===== src/rtl/lcd_scene_scheduler.sv =====
// Scene sequencer for the 16x2 LCD figure driver: picks the pet face and stat icon
// for each frame, rotates icons, and lets pending game events preempt the rotation.
module lcd_scene_scheduler #(
  parameter int LVL_W        = 3,
  parameter int LOW_TH       = 2,
  parameter int HIGH_TH      = 5,
  parameter int DWELL_FRAMES = 4,
  parameter int ALERT_FRAMES = 8,
  parameter int TIMEOUT      = 1023
) (
  input  logic             clk,
  input  logic             reset,
  input  logic             enable_i,
  input  logic [LVL_W-1:0] lvl_health,
  input  logic [LVL_W-1:0] lvl_food,
  input  logic [LVL_W-1:0] lvl_energy,
  input  logic [LVL_W-1:0] lvl_fun,
  input  logic [3:0]       ev_req,
  input  logic             frame_done,
  output logic [3:0]       select_figures,
  output logic             frame_start,
  output logic [3:0]       ev_ack,
  output logic             busy,
  output logic             timeout_err
);

  localparam int CNT_MAX = (DWELL_FRAMES > ALERT_FRAMES) ? DWELL_FRAMES : ALERT_FRAMES;
  localparam int CNT_W   = $clog2(CNT_MAX + 1);
  localparam int TMO_W   = $clog2(TIMEOUT + 1);

  localparam logic [LVL_W-1:0] LOW_L       = LVL_W'(LOW_TH);
  localparam logic [LVL_W-1:0] HIGH_L      = LVL_W'(HIGH_TH);
  localparam logic [CNT_W-1:0] DWELL_LAST  = CNT_W'(DWELL_FRAMES - 1);
  localparam logic [CNT_W-1:0] ALERT_LAST  = CNT_W'(ALERT_FRAMES - 1);
  localparam logic [TMO_W-1:0] TMO_LAST    = TMO_W'(TIMEOUT - 1);

  localparam logic [1:0] FIG1_SAD     = 2'b00;
  localparam logic [1:0] FIG1_HAPPY   = 2'b01;
  localparam logic [1:0] FIG1_NEUTRAL = 2'b10;

  typedef enum logic [1:0] {S_IDLE, S_LOAD, S_WAIT, S_COUNT} state_t;

  state_t           state;
  logic [3:0]       pending;
  logic [1:0]       rot_idx;
  logic [CNT_W-1:0] frame_cnt;
  logic [TMO_W-1:0] tmo_cnt;
  logic             cur_alert;
  logic [1:0]       cur_bit;

  logic       any_low;
  logic       all_high;
  logic       alert_hit;
  logic [1:0] fig1_next;
  logic [1:0] scene_bit;
  logic [1:0] fig2_next;
  logic [3:0] clr_mask;

  // Scenes are named by their event bit position: 3 health, 2 food, 1 energy, 0 fun.
  function automatic logic [1:0] icon_code(input logic [1:0] bit_pos);
    case (bit_pos)
      2'd3:    icon_code = 2'b00;
      2'd2:    icon_code = 2'b10;
      2'd1:    icon_code = 2'b01;
      default: icon_code = 2'b11;
    endcase
  endfunction

  always_comb begin
    any_low  = (lvl_health < LOW_L) || (lvl_food < LOW_L) ||
               (lvl_energy < LOW_L) || (lvl_fun < LOW_L);
    all_high = (lvl_health >= HIGH_L) && (lvl_food >= HIGH_L) &&
               (lvl_energy >= HIGH_L) && (lvl_fun >= HIGH_L);
    fig1_next = FIG1_NEUTRAL;
    if (any_low)
      fig1_next = FIG1_SAD;
    else if (all_high)
      fig1_next = FIG1_HAPPY;

    alert_hit = |pending;
    scene_bit = 2'd3 - rot_idx;
    if (pending[3])
      scene_bit = 2'd3;
    else if (pending[2])
      scene_bit = 2'd2;
    else if (pending[1])
      scene_bit = 2'd1;
    else if (pending[0])
      scene_bit = 2'd0;
    fig2_next = icon_code(scene_bit);

    clr_mask = 4'b0000;
    if (state == S_COUNT && cur_alert && frame_cnt == ALERT_LAST)
      clr_mask = 4'b0001 << cur_bit;
  end

  // A new request on a bit being cleared this cycle wins, so that event is served again.
  always_ff @(posedge clk) begin
    if (reset) begin
      state          <= S_IDLE;
      select_figures <= 4'b1000;
      frame_start    <= 1'b0;
      ev_ack         <= 4'b0000;
      busy           <= 1'b0;
      timeout_err    <= 1'b0;
      pending        <= 4'b0000;
      rot_idx        <= 2'd0;
      frame_cnt      <= '0;
      tmo_cnt        <= '0;
      cur_alert      <= 1'b0;
      cur_bit        <= 2'd3;
    end else begin
      frame_start <= 1'b0;
      ev_ack      <= 4'b0000;
      pending     <= (pending & ~clr_mask) | ev_req;
      case (state)
        S_IDLE: begin
          if (enable_i)
            state <= S_LOAD;
        end
        S_LOAD: begin
          select_figures <= {fig1_next, fig2_next};
          cur_alert      <= alert_hit;
          cur_bit        <= scene_bit;
          if ({alert_hit, scene_bit} != {cur_alert, cur_bit})
            frame_cnt <= '0;
          frame_start <= 1'b1;
          busy        <= 1'b1;
          tmo_cnt     <= '0;
          state       <= S_WAIT;
        end
        S_WAIT: begin
          if (frame_done) begin
            busy  <= 1'b0;
            state <= S_COUNT;
          end else if (tmo_cnt == TMO_LAST) begin
            timeout_err <= 1'b1;
            busy        <= 1'b0;
            state       <= S_COUNT;
          end else begin
            tmo_cnt <= tmo_cnt + TMO_W'(1);
          end
        end
        S_COUNT: begin
          if (cur_alert) begin
            if (frame_cnt == ALERT_LAST) begin
              frame_cnt <= '0;
              ev_ack    <= clr_mask & ~ev_req;
            end else begin
              frame_cnt <= frame_cnt + CNT_W'(1);
            end
          end else begin
            if (frame_cnt == DWELL_LAST) begin
              frame_cnt <= '0;
              rot_idx   <= rot_idx + 2'd1;
            end else begin
              frame_cnt <= frame_cnt + CNT_W'(1);
            end
          end
          state <= enable_i ? S_LOAD : S_IDLE;
        end
        default: state <= S_IDLE;
      endcase
    end
  end

endmodule


===== config.mk =====
export PLATFORM = sky130hd
export DESIGN_NAME = lcd_scene_scheduler
export DESIGN_NICKNAME = d
export VERILOG_FILES = /design/src/rtl/lcd_scene_scheduler.sv
export SDC_FILE = /design/constraint.sdc
export NUM_CORES = 1
export LEC_CHECK = 0
export BUFFER_PORTS_ARGS = -buffer_cell sky130_fd_sc_hd__buf_2
export CORE_MARGIN = 3
export CORE_UTILIZATION = 59
export CTS_CLUSTER_SIZE = 25
export DETAILED_ROUTE_END_ITERATION = 6
export PLACE_DENSITY = 0.83
export SYNTH_ARGS = -nofsm -noshare
export SYNTH_HDL_FRONTEND = slang
export SYNTH_SLANG_ARGS = --single-unit
export TNS_END_PERCENT = 50

===== constraint.sdc =====
create_clock -name clk -period 4.4 [get_ports clk]
set_clock_uncertainty 0.2 [all_clocks]
set_input_delay 0.44 -clock clk [delete_from_list [all_inputs] [get_ports clk]]
set_output_delay 0.44 -clock clk [all_outputs]
set_load 0.02 [all_outputs]

# Word level (Yosys, flattened, before mapping)
# Cells that the tools add are included.
[totals]
register_bits = 36
out_inout_bits = 11
word_cells = 93
[classes]
n_addsub = 4
order_cmp = 8
eq_ne = 15
shift = 1
mux = 25
n_bitwise = 9
reduce_logical = 19
[ops]
columns = ["op", "count"]
rows = [
  ["$mux 10", 2],
  ["$mux 4", 5],
  ["$pmux 10 s2", 1],
  ["$mux 2", 9],
  ["$ge 3x3->1 const B", 4],
  ["$lt 3x2->1 const B", 4],
  ["$add 10x1->10 const B", 1],
  ["$eq 10x10->1 const B", 1],
  ["$reduce_and 3->1", 3],
  ["$and 4x4->4", 2],
  ["$eq 2x2->1 const B", 4],
  ["$ne 2x2->1 const B", 4],
  ["$not 4->4", 2],
  ["$pmux 2 s4", 1],
  ["$pmux 4 s2", 1],
  ["$reduce_or 4->1", 2],
  ["$pmux 2 s3", 1],
  ["$reduce_and 2->1", 3],
  ["$logic_and 1x1->1", 5],
  ["$add 4x1->4 const B", 1],
  ["$eq 2x1->1 const B", 2],
  ["$eq 4x2->1 const B", 1],
  ["$eq 4x3->1 const B", 1],
  ["$mux 1", 4],
  ["11 further kinds", 17],
]

# Logic depth before layout (Yosys ltp)
# Gate-level depths: netlist of the first run.
[depth]
ltp_word = 8
ltp_mapped = 8
depth_no_buf = 7

# Worst setup path after synthesis of the first run
# Ideal clock, no wire load.
[synth_timing]
kind = "flip-flop to flip-flop"
startpoint = "register state[0]"
endpoint = "register tmo_cnt[5]"
t_arrival_ns = 1.563
t_required_ns = 4.080
slack_ns = 2.516
path_stages_with_launch = 8
n_path_buf = 1
path_cell_list = "dfxtp_1 inv_1 ha_1 clkbuf_1 nand3_1 a211oi_2 xnor2_1 nor2_1"
[synth_via]
elab_chain_len = 3
[synth_rtl]
columns = ["element", "line", "text"]
rows = [
  ["start, declared", "43", "state_t state;"],
  ["start signal, assigned", "160", "state <= enable_i ? S_LOAD : S_IDLE;"],
  ["$eq 2x2->1 / $eq 2x1->1 (equally long branches)", "116", "case (state)"],
  ["$ne 2x2->1 (no source line) / $reduce_bool 2->1 (equally long branches)", "-", ""],
  ["$reduce_and 3->1 (no source line)", "-", ""],
  ["end signal, assigned", "141", "tmo_cnt <= tmo_cnt + TMO_W'(1);"],
  ["end, declared", "47", "logic [TMO_W-1:0] tmo_cnt;"],
]
# Parallel ways exist; a longest one is shown, timed or not.
# A chain may end at the register's enable or synchronous reset.

# Worst setup path in the final report of the first run
[layout_timing]
startpoint = "register state[0]"
endpoint = "register tmo_cnt[7]"
# Same word-level chain as after synthesis.

==> results.sh, run 1 <==
export IMPL_status="complete, no violations"
export IMPL_grt_pass1_wl_um=5800
export IMPL_netSwitchingFraction=0.357
export IMPL_syn_avg_cell_area_um2=8.58
export IMPL_die_y_um=60.7
export IMPL_power_frac_clock=0.249
export IMPL_globalplace_congestion=0.801
export IMPL_cts_hold_buffers=0
export IMPL_synth_seq_cells=36
export IMPL_final_nets=260
export IMPL_power_density_nw_per_um2=462
export IMPL_dr_total_vias=1528
export IMPL_path_clk_slew_ns=0.12
export IMPL_cts_tree="built"
export IMPL_antenna_found_initial=0
export IMPL_seq_power_share=0.428
export IMPL_tightest_slew_ns=0.537
export IMPL_path_cells="inv_1 > ha_1 > nand3_1 > a211oi_2 > xnor2_1 > nor2_1"
export IMPL_post_cts_buffers=0
export IMPL_yosysSeqAreaShare=0.408
export IMPL_hold_class="in -> reg"
export IMPL_critPathMaxFanout=9
export IMPL_clock_path_buffers=2
export IMPL_max_stage_delay_ns=0.45
export IMPL_timing_hold_violations_final=0
export IMPL_synth_cell_types=43
export IMPL_h_tree_depth=2
export IMPL_max_freq_mhz=494
export IMPL_hold_depth=2
export IMPL_synthCells=206
export IMPL_finalSetupTns_ns=0
export IMPL_fp_dieArea_um2=3690
export IMPL_drtPass1Iterations=4
export IMPL_leakage_nw=0.787
export IMPL_area_growth_pct=12.9
export IMPL_cts_root_buf="clkbuf_4"
export IMPL_maxCapViolations=0
export IMPL_drive_above_1_share=0.214
export IMPL_clkLatencyLatePin_ns=0.34
export IMPL_slew_headroom=0.642
export IMPL_drt_iter0_markers=50
export IMPL_ys_warnings_count=0
export IMPL_fp_row_count=19
export IMPL_p_int_mw=0.592
export IMPL_reg2reg_slack_ns=2.38
export IMPL_clock_sinks=36
export IMPL_arrival_ns=2.04
export IMPL_place_ws_ns=2.38
export IMPL_setup_violations=0
export IMPL_antenna_cells=0
export IMPL_wire_per_inst_um=12.8
export IMPL_cp_depth=6
export IMPL_synthesis_nets=233
export IMPL_slowest_stage="ha_1"
export IMPL_fp_dieW_um=60.7
export IMPL_viasPerCell=5.77
export IMPL_grt_overflow_total=0
export IMPL_antenna_left=0
export IMPL_dpl_hpwl_um=2560
export IMPL_drv_slew=0
export IMPL_pin_count=31
export IMPL_r2r_cells=6
export IMPL_timing_hold_ws_ns=0.0629
export IMPL_pwr_share_comb=0.324
export IMPL_core_um2=2810
export IMPL_drc=0
export IMPL_fin_util=0.711
export IMPL_rsz0062_at_grt="false"
export IMPL_grt_use_total=0.205
export IMPL_cts_resized=0
export IMPL_min_period_ns=2.02
export IMPL_cp_required_ns=4.42
export IMPL_switching_power_mw=0.329
export IMPL_io_buffers=30
export IMPL_path_buf_inv=1
export IMPL_grt_pass1_vias=1432
export IMPL_cts_buffers=5
export IMPL_initial_core_util=0.630
export IMPL_finalCritPeriodShare=0.460
export IMPL_cp_top_family="adder cells"
export IMPL_worstSetupPathType="reg -> reg"
export IMPL_setup_slack_ns=2.38
export IMPL_syn_area_um2=1770
export IMPL_end_kind="register"
export IMPL_wl_um=3400
export IMPL_start_kind="register"
export IMPL_grt_start_max_net_pins=28
export IMPL_vdd_ir_drop_max_mv=0.321
-- area by class of cell --
| cell class | count | area [µm²] |
|---|---|---|
| Clock buffer | 5 | 37.5 |
| Clock inverter | 3 | 42.5 |
| Multi-Input combinational cell | 150 | 967 |
| Timing Repair Buffer | 30 | 150 |
| Sequential cell | 36 | 721 |
| Fill cell | 244 | 811 |
| Tap cell | 31 | 38.8 |
| Inverter | 10 | 37.5 |
-- cell usage in the layout (no fill, tap or decap), types with 8 or more instances in the layout --
cell type and count:
inv_1 10, nand2_1 15, xnor2_1 10, dfxtp_1 36, a21oi_1 16, nor2_1 24, buf_2 30, nand3_1 9
o21ai_0 8
-- power groups by stage --
stage / combinational (mW) / sequential (mW) / clock, mW
CTS: 0.299 / 0.394 / 0.233
floorplan: 0.226 / 0.405 / 0
detailed placement: 0.298 / 0.401 / 0
finish: 0.298 / 0.394 / 0.229
global route: 0.339 / 0.400 / 0.245
global placement: 0.295 / 0.401 / 0
-- per-layer routing --
layer  track usage  vias to the layer above  share of wire
met3        0.0511                        5          0.044
met2         0.377                       37           0.50
met4        0.0588                        0          0.011
met1         0.233                      699           0.44
met5             0                        -              0
li1              -                      787              -
-- registers in the layout, summed over array words and instances, names as in the netlist --
name	cells
ev_ack	4
cur_bit	2
cur_alert	1
state	2
frame_start	1
frame_cnt	4
tmo_cnt	10
timeout_err	1
rot_idx	2
select_figures	4
busy	1
pending	4
-- cell usage after synthesis --
cell type | instances | area [µm²]
nor4_1 | 4 | 25.0
a32o_1 | 1 | 10.0
a211oi_1 | 2 | 15.0
nand4_1 | 3 | 18.8
or3_4 | 1 | 11.3
a32o_2 | 1 | 11.3
buf_2 | 3 | 15.0
a21o_1 | 2 | 15.0
nor3_1 | 7 | 35.0
inv_1 | 10 | 37.5
a21boi_1 | 1 | 7.51
nand3_1 | 9 | 45.0
mux2i_1 | 3 | 30.0
o21ai_0 | 8 | 40.0
a31oi_1 | 1 | 6.26
clkbuf_1 | 7 | 26.3
nor2b_1 | 4 | 25.0
a2bb2oi_1 | 1 | 8.76
a31o_1 | 1 | 8.76
nand3b_1 | 1 | 7.51
and3b_1 | 1 | 8.76
o41ai_1 | 1 | 8.76
ha_1 | 7 | 87.6
o22ai_1 | 3 | 18.8
and3_1 | 1 | 6.26
o2111ai_2 | 1 | 15.0
a21oi_1 | 16 | 80.1
o31ai_1 | 1 | 7.51
nor2_1 | 24 | 90.1
or2_2 | 2 | 12.5
nand2_1 | 15 | 56.3
and2_1 | 1 | 6.26
dfxtp_1 | 36 | 721
a22o_1 | 1 | 8.76
a22oi_1 | 1 | 7.51
or4_1 | 2 | 15.0
a211oi_2 | 5 | 62.6
and4_1 | 1 | 8.76
nand2b_1 | 3 | 18.8
mux2_2 | 1 | 11.3
o311a_2 | 1 | 11.3
xnor2_1 | 10 | 87.6
xor2_1 | 2 | 17.5
-- path summary, 6_finish.rpt --
kind	from	endpoint
setup / recovery	state[0]$_SDFFE_PP0P_	tmo_cnt[7]$_SDFFE_PP0P_
hold / removal	ev_req[3]	ev_ack[3]$_SDFF_PP0_
setup reg to reg	state[0]$_SDFFE_PP0P_	tmo_cnt[7]$_SDFFE_PP0P_
hold reg to reg	select_figures[1]$_SDFFE_PP0P_	select_figures[1]$_SDFFE_PP0P_
-- metrics by stage --
step,std cells,instance area [µm²],power (mW)
2_1_floorplan,206,1770,0.631
3_3_place_gp,257,1910,0.696
3_5_place_dp,257,1910,0.699
4_1_cts,265,1990,0.926
5_1_grt,265,1990,0.984
6_report,265,1990,0.921
-- kinds of logic (layout without fill, tap and decap cells) --
| group | Yosys count | in the layout | share of synthesized area |
|---|---|---|---|
| and+or+nand+nor | 79 | 79 | 0.221 |
| AOI/OAI and AO/OA | 48 | 48 | 0.194 |
| DFF | 36 | 36 | 0.408 |
| buffers and inverters | 20 | 48 | 0.0446 |
| xor gates and xnor gates | 12 | 12 | 0.0595 |
| adders and majority gates | 7 | 7 | 0.0496 |
| muxes | 4 | 4 | 0.0234 |
Power figures use the tool's default switching activity.
==> inputs of run 2 (changes only) <==
Settings changed: CORE_UTILIZATION 59 to 55, PLACE_DENSITY 0.83 to 0.79.
Clock period 4.4 ns to 2 ns, I/O delays scaled along.
==> run 2 against run 1 <==
First-iteration DRC count up 120%. Critical endpoint is now frame_cnt[0]$_SDFFE_PP0P_. Non-clock buffer count up 14. Register-to-register slack worse by 2.3 ns. Die area up 6.5%. Highest routed layer unchanged. Final cell count up 9.1%. Maximum frequency up 5.0%. Design area up 7.4%. Worst hold slack worse by 0.025 ns. Wire length up 20%. Total power up 130%.
==> results.sh, run 2 (synthesis gave the netlist of run 1 again) <==
export IMPL_status="complete, no violations"
export IMPL_grt_use_total=0.222
export IMPL_core_um2=2900
export IMPL_initial_core_util=0.609
export IMPL_dpl_hpwl_um=3020
export IMPL_power_density_nw_per_um2=996
export IMPL_cts_buffers=5
export IMPL_fin_util=0.739
export IMPL_leakage_nw=0.854
export IMPL_finalCritPeriodShare=0.964
export IMPL_netSwitchingFraction=0.368
export IMPL_tightest_slew_ns=0.487
export IMPL_largest_register_ffs=10
export IMPL_drtPass1Iterations=4
export IMPL_path_cells="nor4_2 > buf_4 > mux2i_1 > o2111ai_2 > o311a_2 > mux2_2"
export IMPL_wire_per_inst_um=14.1
export IMPL_io_buffers=30
export IMPL_hold_class="in -> reg"
export IMPL_worstSetupPathType="reg -> reg"
export IMPL_viasPerCell=5.86
export IMPL_dr_total_vias=1693
export IMPL_maxCapViolations=0
export IMPL_total_power_mw=2.13
export IMPL_clock_sinks=36
export IMPL_clock_path_buffers=2
export IMPL_wl_um=4090
export IMPL_area_growth_pct=21.2
export IMPL_timing_hold_violations_final=0
export IMPL_critPathMaxFanout=4
export IMPL_power_frac_clock=0.205
export IMPL_fill_cells=242
export IMPL_drv_slew=0
export IMPL_final_common_cell="dfxtp_1"
export IMPL_setup_slack_ns=0.0725
export IMPL_clkLatencyLatePin_ns=0.35
export IMPL_pin_count=31
export IMPL_p_int_mw=1.35
export IMPL_arrival_ns=1.97
export IMPL_cts_tree="built"
export IMPL_fp_row_count=19
export IMPL_grt_pass1_vias=1665
export IMPL_finalSetupTns_ns=0
export IMPL_fp_dieArea_um2=3930
export IMPL_antenna_left=0
export IMPL_vdd_ir_drop_max_mv=0.675
export IMPL_min_period_ns=1.93
export IMPL_cp_required_ns=2.05
export IMPL_max_stage_delay_ns=0.35
export IMPL_h_tree_depth=2
export IMPL_cts_root_buf="clkbuf_4"
export IMPL_fp_dieW_um=62.7
export IMPL_die_y_um=62.7
export IMPL_grt_overflow_total=0
export IMPL_slew_headroom=0.676
export IMPL_final_cell_mix="dfxtp_1 (36), buf_2 (30), nor2_1 (23)"
export IMPL_drt_iter0_markers=108
export IMPL_slowest_stage="dfxtp_1"
export IMPL_place_ws_ns=0.0148
export IMPL_rsz0062_at_grt="true"
export IMPL_setup_violations=0
export IMPL_grt_start_max_net_pins=28
export IMPL_antenna_cells=0
export IMPL_largest_register="tmo_cnt"
export IMPL_grt_pass1_wl_um=6980
export IMPL_drive_above_1_share=0.263
export IMPL_path_clk_slew_ns=0.10
export IMPL_globalplace_congestion=0.861
export IMPL_timing_hold_ws_ns=0.0378
export IMPL_end_kind="register"
export IMPL_final_nets=274
export IMPL_start_kind="register"
export IMPL_drc=0
export IMPL_max_freq_mhz=519
export IMPL_seq_power_share=0.410
export IMPL_pwr_share_comb=0.386
export IMPL_antenna_found_initial=0
export IMPL_switching_power_mw=0.785
==> run 2: cell count changes in the layout (fill, tap and decap cells not counted), sizes merged <==
cell	previous run	this run
buf	30	39
dlygate4sd3	0	5
clkbuf	5	7
bufinv	1	0
clkinv	1	0
clkinvlp	1	0
==> run 2: layout make-up <==
class / count / area, µm² / share of cell area
repair buffers: 44 / 268 / 0.125
multi-input cells: 150 / 998 / 0.466
inverters: 10 / 37.5 / 0.0175
well taps: 42 / 52.6 / 0.0245
flip-flops and latches: 36 / 721 / 0.336
clock buffers: 7 / 65.1 / 0.0304
==> run 2: power by group through the flow <==
stage	combinational, mW	clock, mW	sequential (mW)
floorplan	0.497	0	0.892
global placement	0.756	0	0.878
detailed placement	0.786	0	0.885
CTS	0.808	0.442	0.869
global route	0.910	0.477	0.886
finish	0.823	0.437	0.875
==> run 2: what timing repair did <==
action | in CTS | in global routing
gates resized for setup | 2 | 6
setup buffers | 0 | 1
hold buffers | 5 | 0
pin swaps | 0 | 1
endpoints found under the setup margin | 1 | 15
hold endpoints to repair | 9 | 0
==> run 2: routing by layer <==
| metal | vias up | share of wire | GRT usage |
|---|---|---|---|
| li1 | 808 | - | - |
| met1 | 802 | 0.40 | 0.241 |
| met2 | 68 | 0.50 | 0.372 |
| met3 | 15 | 0.069 | 0.0647 |
| met4 | 0 | 0.034 | 0.154 |
| met5 | - | 0 | 0 |
==> run 2: metrics by stage <==
step,instance area [µm²],instances
after floorplan,1770,206
after global placement,1990,276
after detailed placement,1990,276
after CTS,2110,288
after global routing,2140,289
final,2140,289
==> run 2: final timing paths <==
check	startpoint	to	slack, ns	cells after the start
setup / recovery	pending[0]$_SDFF_PP0_	frame_cnt[0]$_SDFFE_PP0P_	0.07	6
hold reg to reg	select_figures[1]$_SDFFE_PP0P_	select_figures[1]$_SDFFE_PP0P_	0.27	2
hold / removal	lvl_fun[2]	select_figures[3]$_SDFFE_PP1P_	0.04	3
setup reg to reg	pending[0]$_SDFF_PP0_	frame_cnt[0]$_SDFFE_PP0P_	0.07	6
==> run 2: critical path, delay by kind of cell (launching register included) <==
| kind | cells | cell delay, ns |
|---|---|---|
| buf+inv | 1 | 0.15 |
| compound gates | 2 | 0.38 |
| mux | 2 | 0.47 |
| flops | 1 | 0.35 |
| simple gates | 1 | 0.26 |
==> inputs of run 3 (changes only) <==
Settings changed: CORE_MARGIN 3 to 2.
Clock period 2 ns to 2.06 ns, I/O delays scaled along.
==> run 3 against run 2 <==
The run now ends with negative hold slack left. Via count shrank 6.9%. Die area shrank 6.3%. Sequential power shrank 4.3%. Non-clock buffer count shrank 1. Final cell count grew 0.69%. Design area shrank 2.0%. Sequential cell count is the same. Largest power group unchanged. Clock power shrank 11%. Combinational power shrank 8.9%.
==> results.sh, run 3 (synthesis gave the netlist of run 1 again) <==
export IMPL_status="complete, but fails checks"
export IMPL_violations="negative hold slack"
export IMPL_switching_power_mw=0.718
export IMPL_largest_register_ffs=10
export IMPL_place_ws_ns=0.117
export IMPL_dr_total_vias=1577
export IMPL_fin_cells=291
export IMPL_drt_iter0_markers=62
export IMPL_grt_busiest_layer="met2"
export IMPL_wl_um=3500
export IMPL_clock_sinks=36
export IMPL_tightest_slew_ns=0.385
export IMPL_worstSetupPathType="reg -> reg"
export IMPL_hold_depth=4
export IMPL_leakage_nw=0.840
export IMPL_hold_class="in -> reg"
export IMPL_reg2reg_from="pending[0]$_SDFF_PP0_"
export IMPL_cts_tree="built"
export IMPL_power_density_nw_per_um2=941
export IMPL_die_y_um=60.7
export IMPL_dpl_cell_area_um2=2000
export IMPL_antenna_found_initial=0
export IMPL_fp_dieW_um=60.7
export IMPL_globalplace_congestion=0.835
export IMPL_drv_slew=0
export IMPL_grt_pass1_wl_um=5830
export IMPL_cts_buffers=5
export IMPL_pwr_share_comb=0.380
export IMPL_area_growth_pct=18.8
export IMPL_critPathMaxFanout=4
export IMPL_min_period_ns=1.94
export IMPL_finalSetupTns_ns=0
export IMPL_clkLatencyLatePin_ns=0.34
export IMPL_finalCritPeriodShare=0.943
export IMPL_io_buffers=30
export IMPL_start_kind="register"
export IMPL_gr_usage_met2=0.367
export IMPL_core_um2=3050
export IMPL_grt_use_met1=0.241
export IMPL_setup_slack_ns=0.117
export IMPL_setup_violations=0
export IMPL_path_clk_slew_ns=0.10
export IMPL_seq_power_share=0.424
export IMPL_final_common_cell="dfxtp_1"
export IMPL_final_cell_mix="dfxtp_1 (36), buf_2 (30), nor2_1 (24)"
export IMPL_pin_count=31
export IMPL_cts_root_buf="clkbuf_4"
export IMPL_grt_start_max_net_pins=18
export IMPL_reg2reg_slack_ns=0.12
export IMPL_p_int_mw=1.26
export IMPL_r2r_end="frame_cnt[1]$_SDFFE_PP0P_"
export IMPL_wire_per_inst_um=12.0
export IMPL_power_frac_clock=0.196
export IMPL_grt_overflow_total=0
export IMPL_arrival_ns=1.98
export IMPL_slowest_stage="nor4_1"
export IMPL_vdd_ir_drop_max_mv=0.764
export IMPL_grt_use_total=0.213
export IMPL_max_freq_mhz=515
export IMPL_drc=0
export IMPL_total_power_mw=1.97
export IMPL_end_kind="register"
export IMPL_max_stage_delay_ns=0.40
export IMPL_maxCapViolations=0
export IMPL_fp_dieArea_um2=3680
export IMPL_drive_above_1_share=0.239
export IMPL_slew_headroom=0.741
export IMPL_largest_register="tmo_cnt"
export IMPL_h_tree_depth=2
export IMPL_cp_required_ns=2.10
export IMPL_netSwitchingFraction=0.364
export IMPL_dp_cells=279
export IMPL_drtPass1Iterations=4
export IMPL_antenna_left=0
export IMPL_antenna_cells=0
export IMPL_hp_start="frame_done"
export IMPL_holdPathEnd="timeout_err$_SDFFE_PP0P_"
export IMPL_design_area_um2=2100
export IMPL_r2r_cells=5
export IMPL_timing_hold_ws_ns=-0.00325
export IMPL_rsz0062_at_grt="false"
export IMPL_final_nets=273
export IMPL_viasPerCell=5.42
export IMPL_clock_path_buffers=2
export IMPL_fp_row_count=20
export IMPL_fin_util=0.688
export IMPL_path_cells="nor4_1 > mux2i_1 > o2111ai_2 > o311a_2 > a32o_2"
export IMPL_post_cts_buffers=0
export IMPL_timing_hold_violations_final=1
export IMPL_met3_usage=0.0746
export IMPL_initial_core_util=0.579
export IMPL_dpl_hpwl_um=2610
export IMPL_grt_pass1_vias=1398
[run 3: critical path, delay by kind of cell (launching register included)]
| kind | cells | cell delay [ns] |
|---|---|---|
| muxes | 1 | 0.27 |
| DFF | 1 | 0.34 |
| and+or+nand+nor | 1 | 0.40 |
| AOI/OAI and AO/OA | 3 | 0.64 |
[run 3: metal layers]
| metal | share of wire | wire length [µm] | vias to the layer above |
|---|---|---|---|
| li1 | - | - | 806 |
| met1 | 0.44 | 1540 | 723 |
| met2 | 0.49 | 1700 | 43 |
| met3 | 0.060 | 211 | 5 |
| met4 | 0.014 | 48 | 0 |
| met5 | 0 | 0 | - |
[run 3: repair_timing]
| action | CTS | global route |
|---|---|---|
| resized for setup | 0 | 2 |
| hold buffers | 4 | 0 |
| endpoints found under the hold margin | 8 | 0 |
| endpoints found under the setup margin | 0 | 4 |
[run 3: how the worst max path moves through the flow]
stage	start	end	slack, ns	cells past startpoint
finish	pending[0]$_SDFF_PP0_	frame_cnt[1]$_SDFFE_PP0P_	0.12	5
global route	tmo_cnt[0]$_SDFFE_PP0P_	tmo_cnt[3]$_SDFFE_PP0P_	0.03	7
CTS	state[0]$_SDFFE_PP0P_	frame_cnt[1]$_SDFFE_PP0P_	0.1	6
detailed placement	pending[0]$_SDFF_PP0_	frame_cnt[1]$_SDFFE_PP0P_	0.12	5
global placement	pending[0]$_SDFF_PP0_	frame_cnt[0]$_SDFFE_PP0P_	0.14	5
floorplan	state[0]$_SDFFE_PP0P_	tmo_cnt[5]$_SDFFE_PP0P_	0.18	7
[run 3: area by class of cell]
cell class,count,area [µm²]
Fill cell,260,953
Inverter,10,37.5
Tap cell,44,55.1
Clock buffer,8,58.8
Sequential cell,36,721
Timing Repair Buffer,43,258
Multi-Input combinational cell,150,970
[run 3: power by group through the flow]
stage / combinational [mW] / clock [mW] / sequential [mW]
after CTS: 0.747 / 0.399 / 0.835
after global placement: 0.728 / 0 / 0.849
after floorplan: 0.483 / 0 / 0.866
final: 0.750 / 0.388 / 0.837
after detailed placement: 0.738 / 0 / 0.851
after global routing: 0.843 / 0.437 / 0.847
